===== config.mk =====
export PLATFORM = sky130hd
export DESIGN_NAME = checkbits_monitor_flat
export DESIGN_NICKNAME = d
export VERILOG_FILES = /design/src/rtl/checkbits_if.sv /design/src/rtl/checkbits_monitor.sv /design/src/flat_wrapper.sv
export SDC_FILE = /design/constraint.sdc
export NUM_CORES = 1
export LEC_CHECK = 0
export BUFFER_PORTS_ARGS = -buffer_cell sky130_fd_sc_hd__buf_4
export CAP_MARGIN = 30
export CORE_AREA = 4 4 120 122
export CTS_CLUSTER_SIZE = 30
export DETAILED_ROUTE_END_ITERATION = 10
export DIE_AREA = 0 0 124 126
export SLEW_MARGIN = 20
export SYNTH_ARGS = -nofsm -noshare
export SYNTH_HDL_FRONTEND = slang
export SYNTH_SLANG_ARGS = --single-unit

===== constraint.sdc =====
create_clock -name clock -period 3.2 [get_ports clock]
set_input_delay 0.32 -clock clock [delete_from_list [all_inputs] [get_ports clock]]
set_output_delay 0.32 -clock clock [all_outputs]
set_load 0.01 [all_outputs]

===== src/rtl/checkbits_if.sv =====
// Bundle between the pad-side checkpoint bus and checkbits_monitor.
// checkbits flows master->slave; everything else is the monitor's report.
interface checkbits_if;
   // event_valid is a one-cycle strobe qualifying event_code; there is no ready,
   // a strobe is never held or repeated and the sink must take it on that cycle.
   logic [15:0] checkbits;
   logic        event_valid;
   logic [15:0] event_code;
   logic [1:0]  block_started;
   logic [1:0]  block_passed;
   logic        done;
   logic        pass;
   logic        fail;
   logic        timeout;
   logic [2:0]  err_code;

   modport master (
      output checkbits,
      input  event_valid, event_code, block_started, block_passed,
      input  done, pass, fail, timeout, err_code
   );

   modport slave (
      input  checkbits,
      output event_valid, event_code, block_started, block_passed,
      output done, pass, fail, timeout, err_code
   );
endinterface


===== src/rtl/checkbits_monitor.sv =====
// Storage self-test checkpoint monitor: synchronizer, stability filter, code decode, ordering FSM.
// Build macro CHECKBITS_TIMEOUT_EN adds a no-verdict watchdog that fails with err_code 3.
module checkbits_monitor #(
   parameter int unsigned STABLE_CYCLES  = 4,
   parameter int unsigned TIMEOUT_CYCLES = 100000
) (
   input  logic       clock,
   input  logic       resetb,
   checkbits_if.slave mon,
   output logic [2:0] dbg_state
);
   typedef enum logic [2:0] {
      IDLE   = 3'd0,
      RUN0   = 3'd1,
      WAIT1  = 3'd2,
      RUN1   = 3'd3,
      PASSED = 3'd4,
      FAILED = 3'd5
   } state_t;

   localparam logic [7:0]  STABLE_LAST = 8'(STABLE_CYCLES - 1);
   localparam logic [15:0] CODE_START0 = 16'hA040;
   localparam logic [15:0] CODE_START1 = 16'hA020;
   localparam logic [15:0] CODE_PASS0  = 16'hAB41;
   localparam logic [15:0] CODE_PASS1  = 16'hAB21;
   localparam logic [15:0] CODE_FAIL0  = 16'hAB40;
   localparam logic [15:0] CODE_FAIL1  = 16'hAB20;

   logic [15:0] sync1_q, sync2_q, prev_q, acc_q, acc_d;
   logic [7:0]  cnt_q, cnt_d;
   logic        changed, accept;
   logic        is_s0, is_s1, is_p0, is_p1, is_f0, is_f1, legal, evt;
   logic        terminal, advance, blk_fail, code_verdict, tmo_hit;

   state_t      state_q;
   logic        ev_valid_q, tmo_q;
   logic [15:0] ev_code_q;
   logic [1:0]  started_q, passed_q;
   logic [2:0]  err_q;

   // acc_q remembers the last accepted word so a bus returning to it after a
   // discarded glitch does not produce a second event.
   always_comb begin
      changed = (sync2_q != prev_q);
      cnt_d   = changed ? 8'd0 : ((cnt_q == 8'hFF) ? cnt_q : cnt_q + 8'd1);
      accept  = (cnt_d == STABLE_LAST) && (changed || (cnt_d != cnt_q)) && (sync2_q != acc_q);
      acc_d   = accept ? sync2_q : acc_q;
   end

   always_ff @(posedge clock or negedge resetb) begin
      if (!resetb) begin
         sync1_q <= '0;
         sync2_q <= '0;
         prev_q  <= '0;
         cnt_q   <= '0;
         acc_q   <= '0;
      end else begin
         sync1_q <= mon.checkbits;
         sync2_q <= sync1_q;
         prev_q  <= sync2_q;
         cnt_q   <= cnt_d;
         acc_q   <= acc_d;
      end
   end

   always_comb begin
      is_s0        = (sync2_q == CODE_START0);
      is_s1        = (sync2_q == CODE_START1);
      is_p0        = (sync2_q == CODE_PASS0);
      is_p1        = (sync2_q == CODE_PASS1);
      is_f0        = (sync2_q == CODE_FAIL0);
      is_f1        = (sync2_q == CODE_FAIL1);
      legal        = is_s0 | is_s1 | is_p0 | is_p1 | is_f0 | is_f1;
      evt          = accept && legal;
      terminal     = (state_q == PASSED) || (state_q == FAILED);
      advance      = ((state_q == IDLE) && is_s0) || ((state_q == RUN0) && is_p0) ||
                     ((state_q == WAIT1) && is_s1);
      blk_fail     = ((state_q == RUN0) && is_f0) || ((state_q == RUN1) && is_f1);
      code_verdict = evt && !terminal && !advance;
   end

`ifdef CHECKBITS_TIMEOUT_EN
   localparam logic [23:0] TMO_LAST = 24'(TIMEOUT_CYCLES - 1);
   logic [23:0] tmo_cnt_q, tmo_cnt_d;

   always_comb begin
      tmo_cnt_d = terminal ? tmo_cnt_q : tmo_cnt_q + 24'd1;
      tmo_hit   = !terminal && (tmo_cnt_q == TMO_LAST);
   end

   always_ff @(posedge clock or negedge resetb) begin
      if (!resetb) tmo_cnt_q <= '0;
      else         tmo_cnt_q <= tmo_cnt_d;
   end
`else
   logic unused_tmo_cfg;
   assign unused_tmo_cfg = ^24'(TIMEOUT_CYCLES);
   assign tmo_hit        = 1'b0;
`endif

   // A code that reaches a verdict on the watchdog's edge wins; a non-verdict
   // code still records its progress before the timeout takes the FSM to FAILED.
   always_ff @(posedge clock or negedge resetb) begin
      if (!resetb) begin
         state_q    <= IDLE;
         ev_valid_q <= 1'b0;
         ev_code_q  <= '0;
         started_q  <= '0;
         passed_q   <= '0;
         err_q      <= '0;
         tmo_q      <= 1'b0;
      end else begin
         ev_valid_q <= evt;
         if (evt) ev_code_q <= sync2_q;
         if (evt && !terminal) begin
            if (advance) begin
               case (state_q)
                  IDLE:    begin state_q <= RUN0;  started_q[0] <= 1'b1; end
                  RUN0:    begin state_q <= WAIT1; passed_q[0]  <= 1'b1; end
                  default: begin state_q <= RUN1;  started_q[1] <= 1'b1; end
               endcase
            end else if ((state_q == RUN1) && is_p1) begin
               state_q     <= PASSED;
               passed_q[1] <= 1'b1;
            end else begin
               state_q <= FAILED;
               err_q   <= blk_fail ? 3'd1 : 3'd2;
            end
         end
         if (tmo_hit && !code_verdict) begin
            state_q <= FAILED;
            err_q   <= 3'd3;
            tmo_q   <= 1'b1;
         end
      end
   end

   assign mon.event_valid   = ev_valid_q;
   assign mon.event_code    = ev_code_q;
   assign mon.block_started = started_q;
   assign mon.block_passed  = passed_q;
   assign mon.done          = terminal;
   assign mon.pass          = (state_q == PASSED);
   assign mon.fail          = (state_q == FAILED);
   assign mon.timeout       = tmo_q;
   assign mon.err_code      = err_q;
   assign dbg_state         = state_q;
endmodule


===== src/flat_wrapper.sv =====
// flat-port wrapper written by rule: the top's interface ports become plain ports
module checkbits_monitor_flat 
#(
   parameter int unsigned STABLE_CYCLES  = 4,
   parameter int unsigned TIMEOUT_CYCLES = 100000
)
  (clock, resetb, dbg_state, mon_checkbits, mon_event_valid, mon_event_code, mon_block_started, mon_block_passed, mon_done, mon_pass, mon_fail, mon_timeout, mon_err_code);
  checkbits_if mon_i ();
  input  logic clock;
  input  logic resetb;
  output logic [2:0] dbg_state;
  input wire logic [$bits(mon_i.checkbits)-1:0] mon_checkbits;
  output wire logic [$bits(mon_i.event_valid)-1:0] mon_event_valid;
  output wire logic [$bits(mon_i.event_code)-1:0] mon_event_code;
  output wire logic [$bits(mon_i.block_started)-1:0] mon_block_started;
  output wire logic [$bits(mon_i.block_passed)-1:0] mon_block_passed;
  output wire logic [$bits(mon_i.done)-1:0] mon_done;
  output wire logic [$bits(mon_i.pass)-1:0] mon_pass;
  output wire logic [$bits(mon_i.fail)-1:0] mon_fail;
  output wire logic [$bits(mon_i.timeout)-1:0] mon_timeout;
  output wire logic [$bits(mon_i.err_code)-1:0] mon_err_code;
  assign mon_i.checkbits = mon_checkbits;
  assign mon_event_valid = mon_i.event_valid;
  assign mon_event_code = mon_i.event_code;
  assign mon_block_started = mon_i.block_started;
  assign mon_block_passed = mon_i.block_passed;
  assign mon_done = mon_i.done;
  assign mon_pass = mon_i.pass;
  assign mon_fail = mon_i.fail;
  assign mon_timeout = mon_i.timeout;
  assign mon_err_code = mon_i.err_code;
  checkbits_monitor #(.STABLE_CYCLES(STABLE_CYCLES), .TIMEOUT_CYCLES(TIMEOUT_CYCLES)) u_core (.clock(clock), .resetb(resetb), .mon(mon_i), .dbg_state(dbg_state));
endmodule

==> run_results.csv <==
group,metric,value,unit
sta,finalMaxSlewViolations,0,
sta,fin_setup_tns,0,ps
sta,rsz0062_at_grt,"false",
pwr,switching_power,0.0005204,W
global_routing,overflow,0,
yosys,synth_area_leaders,"dfrtp_1, xor2_1, mux2_2",
place,detailed_place_hpwl,5127,µm
sta,fmax,373.3,MHz
layout,area_growth_syn_to_layout,20.38,%
worst_setup_path,critPathArrivalTime,2900,ps
floorplan,start_util,29.70,%
floorplan,die_h,126,µm
yosys,ys_types,48,
worst_setup_path,critPathSlowestCell,"or4b_1",
layout,n_antenna_cell,0,
worst_setup_path,startpoint_type,"flop",
place,port_buffers,46,
sta,min_period,2678,ps
hold_path,hold_path.class,"input pin to async pin",
detailed_routing,post_drt_wl_per_cell,13.85,µm
status,outcome,"finished clean",
yosys,yosysSeqAreaShare,62.60,%
worst_setup_path,crit_start,"u_core.cnt_q[0]",
yosys,syn-cell-area,0.003918,mm²
pwr,power,0.002431,W
floorplan,io_pins,49,
clock_network,cts_hold_buf,0,
worst_setup_path,critical-path-max-stage-delay,580,ps
clock_network,numClockSinks,98,
sta,finalHoldViolations,0,
clock_network,root_buffer,"clkbuf_16",
worst_setup_path,cp_max_fo,22,
floorplan,row_count,42,
worst_setup_path,r2r_slack,520,ps
floorplan,coreArea,0.01319,mm²
pwr,internal_power,0.001911,W
yosys,synth_top_area_share,62.60,%
pwr,switching_share,21.41,%
pwr,leakagePower,2.221,nW
sta,setup_viol,0,
sta,holdWs,63.64,ps
global_routing,grt_use_total,10.08,%
run,drv_cap,0,
clock_network,numCtsBuffers,9,
sta,worst_slew_pin_slew,773.0,ps
yosys,yosysTopAreaCell,"dfrtp_1",
detailed_routing,ant_nets,0,
clock_network,htree_levels,3,
global_routing,grt_pass1_vias,2436,
worst_setup_path,reg2reg_from,"u_core.cnt_q[0]",
yosys,synthArstFlopShare,100.0,%
yosys,ys_ff_latch,98,
yosys,syn_inst,298,
worst_setup_path,r2r-end,"u_core.mon.event_code[8]",
sta,clock_skew,6.304,ps
yosys,synthFlopType,"dfrtp_1",
layout,final_common_cell,"dfrtp_1",
worst_setup_path,path_buf_inv,1,
pwr,powerDensity,515.5,mW/mm²
detailed_routing,dr.first_iter.drc_count,120,
detailed_routing,num_vias,2352,
yosys,yosys_warnings,0,
clock_network,post_cts_buffers,0,
global_routing,grt_antenna_before_repair,0,
clock_network,tritoncts,"built",
floorplan,die_w,124,µm
detailed_routing,drc,0,
sta,fin_ws,521.5,ps
pwr,clock_power_share,43.4,%
worst_setup_path,cp_top_family,"simple AND/OR/NAND/NOR gates",
detailed_routing,routed_wl,7283,µm
detailed_routing,viasPerCell,4.471,
pwr,peakVddDrop,0.3447,mV
clock_network,cts-resized-gates,0,
detailed_routing,first_pass_iters,5,
global_routing,grt_pass1_wl,12280,µm
yosys,synth_edf_count,0,
worst_setup_path,crit_type,"flop to flop",
worst_setup_path,worst_r2r_path_depth,7,
sta,slew_headroom,48.46,%
worst_setup_path,end_kind,"flop",
yosys,synth.avg_cell_area,13.15,µm²
layout,layout_common_cells,"dfrtp_1, buf_4, xor2_1",
pwr,p_seq_share,53.4,%
worst_setup_path,path_cells,"ha_1 > nand3_1 > a211oi_1 > o2bb2ai_1 > or4b_1 > buf_4 > mux2_4",
worst_setup_path,crit_required,3420,ps
clock_network,clk_pin_slew,60,ps
layout,drive_above_1_share,27.14,%
clock_network,insertion_delay,340,ps
global_routing,grt_max_degree,64,
pwr,p_comb_share,3.2,%
floorplan,dieArea,0.01562,mm²
place,place_congestion,0.7802,
layout,nNetsFinal,364,
sta,min_period_over_period,83.70,%
clock_network,cts_buffer_depth,2,
place,pre_cts_ws,537.1,ps
[through the flow]
stage          cells  cell area (µm²)  utilization, %
6_report         526             4716           35.75
3_3_place_gp     510             4422           33.52
3_5_place_dp     510             4422           33.52
2_1_floorplan    299             3921               -
5_1_grt          526             4716           35.75
4_1_cts          526             4716           35.75
[routing by layer]
layer	track usage (%)	wire length (µm)	vias up
met5	0	0	-
met1	13.80	3423	1153
met4	3.222	58	0
met3	3.318	394	7
met2	15.14	3408	57
li1	-	-	1135
[worst max-delay path by stage]
| stage | endpoint | slack [ps] | depth (start not counted) |
|---|---|---|---|
| after floorplan | u_core.mon.err_code[0] | 640 | 9 |
| after global placement | u_core.mon.event_code[6] | 570 | 7 |
| after detailed placement | u_core.mon.err_code[0] | 540 | 7 |
| after CTS | u_core.mon.err_code[0] | 520 | 7 |
| after global routing | u_core.mon.err_code[0] | 310 | 7 |
| final | u_core.mon.event_code[8] | 520 | 7 |
[registers in the layout, summed over array words and instances, names as in the netlist, 3 cells and up]
register and count:
u_core.sync2_q 16, u_core.acc_q 16, u_core.mon.event_code 16, u_core.dbg_state 3, u_core.cnt_q 8, u_core.prev_q 16, u_core.sync1_q 16
[power by group through the flow]
stage               Clock, W  Sequential (W)  Combinational, W
finish               0.00105         0.00130         0.0000780
floorplan                  0         0.00131         0.0000441
global route         0.00115         0.00130         0.0000901
detailed placement         0         0.00132         0.0000810
global placement           0         0.00132         0.0000806
CTS                  0.00109         0.00130         0.0000815
[worst reg2reg max path: cells and delay by family, from the launching register on]
family,cells,cell delay (ps)
and+or+nand+nor,2,820
DFF,1,440
AOI/OAI and AO/OA,2,410
adders and majority gates,1,350
muxes,1,320
buffers and inverters,1,250
[final cells by class]
type	count	area (µm²)
clock buffers	10	229.0
clock inverters	6	65.06
fillers	1267	8474
inverters	5	18.77
multi-input cells	179	1340
flip-flops and latches	98	2452
well taps	176	220.2
repair buffers	52	390.4
[cells by family after synthesis]
logic type / after synthesis / share of synthesized area, %
AOI/OAI and AO/OA: 28 / 5.110
xor gates and xnor gates: 35 / 7.825
adders and majority gates: 1 / 0.3193
buffers and inverters: 22 / 3.290
DFF: 98 / 62.60
muxes: 24 / 7.250
other: 1 / 0.09572
and+or+nand+nor: 89 / 13.51
[Yosys cell counts, types with 2 or more instances]
cell / instances
and4_1: 4
mux2_2: 18
a31o_2: 2
o21bai_1: 2
nor2_1: 12
buf_4: 3
nand2_1: 7
and2_1: 14
xor2_1: 34
clkbuf_1: 6
o21a_1: 2
or3_1: 3
nand4_1: 6
a211oi_1: 5
dfrtp_1: 98
nor3_1: 14
nor4_1: 9
a31oi_1: 2
buf_2: 4
a21oi_1: 4
and3_1: 2
inv_1: 5
nand3b_1: 3
buf_6: 4
mux2_4: 4
o21ai_0: 4
nand3_1: 6
(Power assumes the default switching activity.)
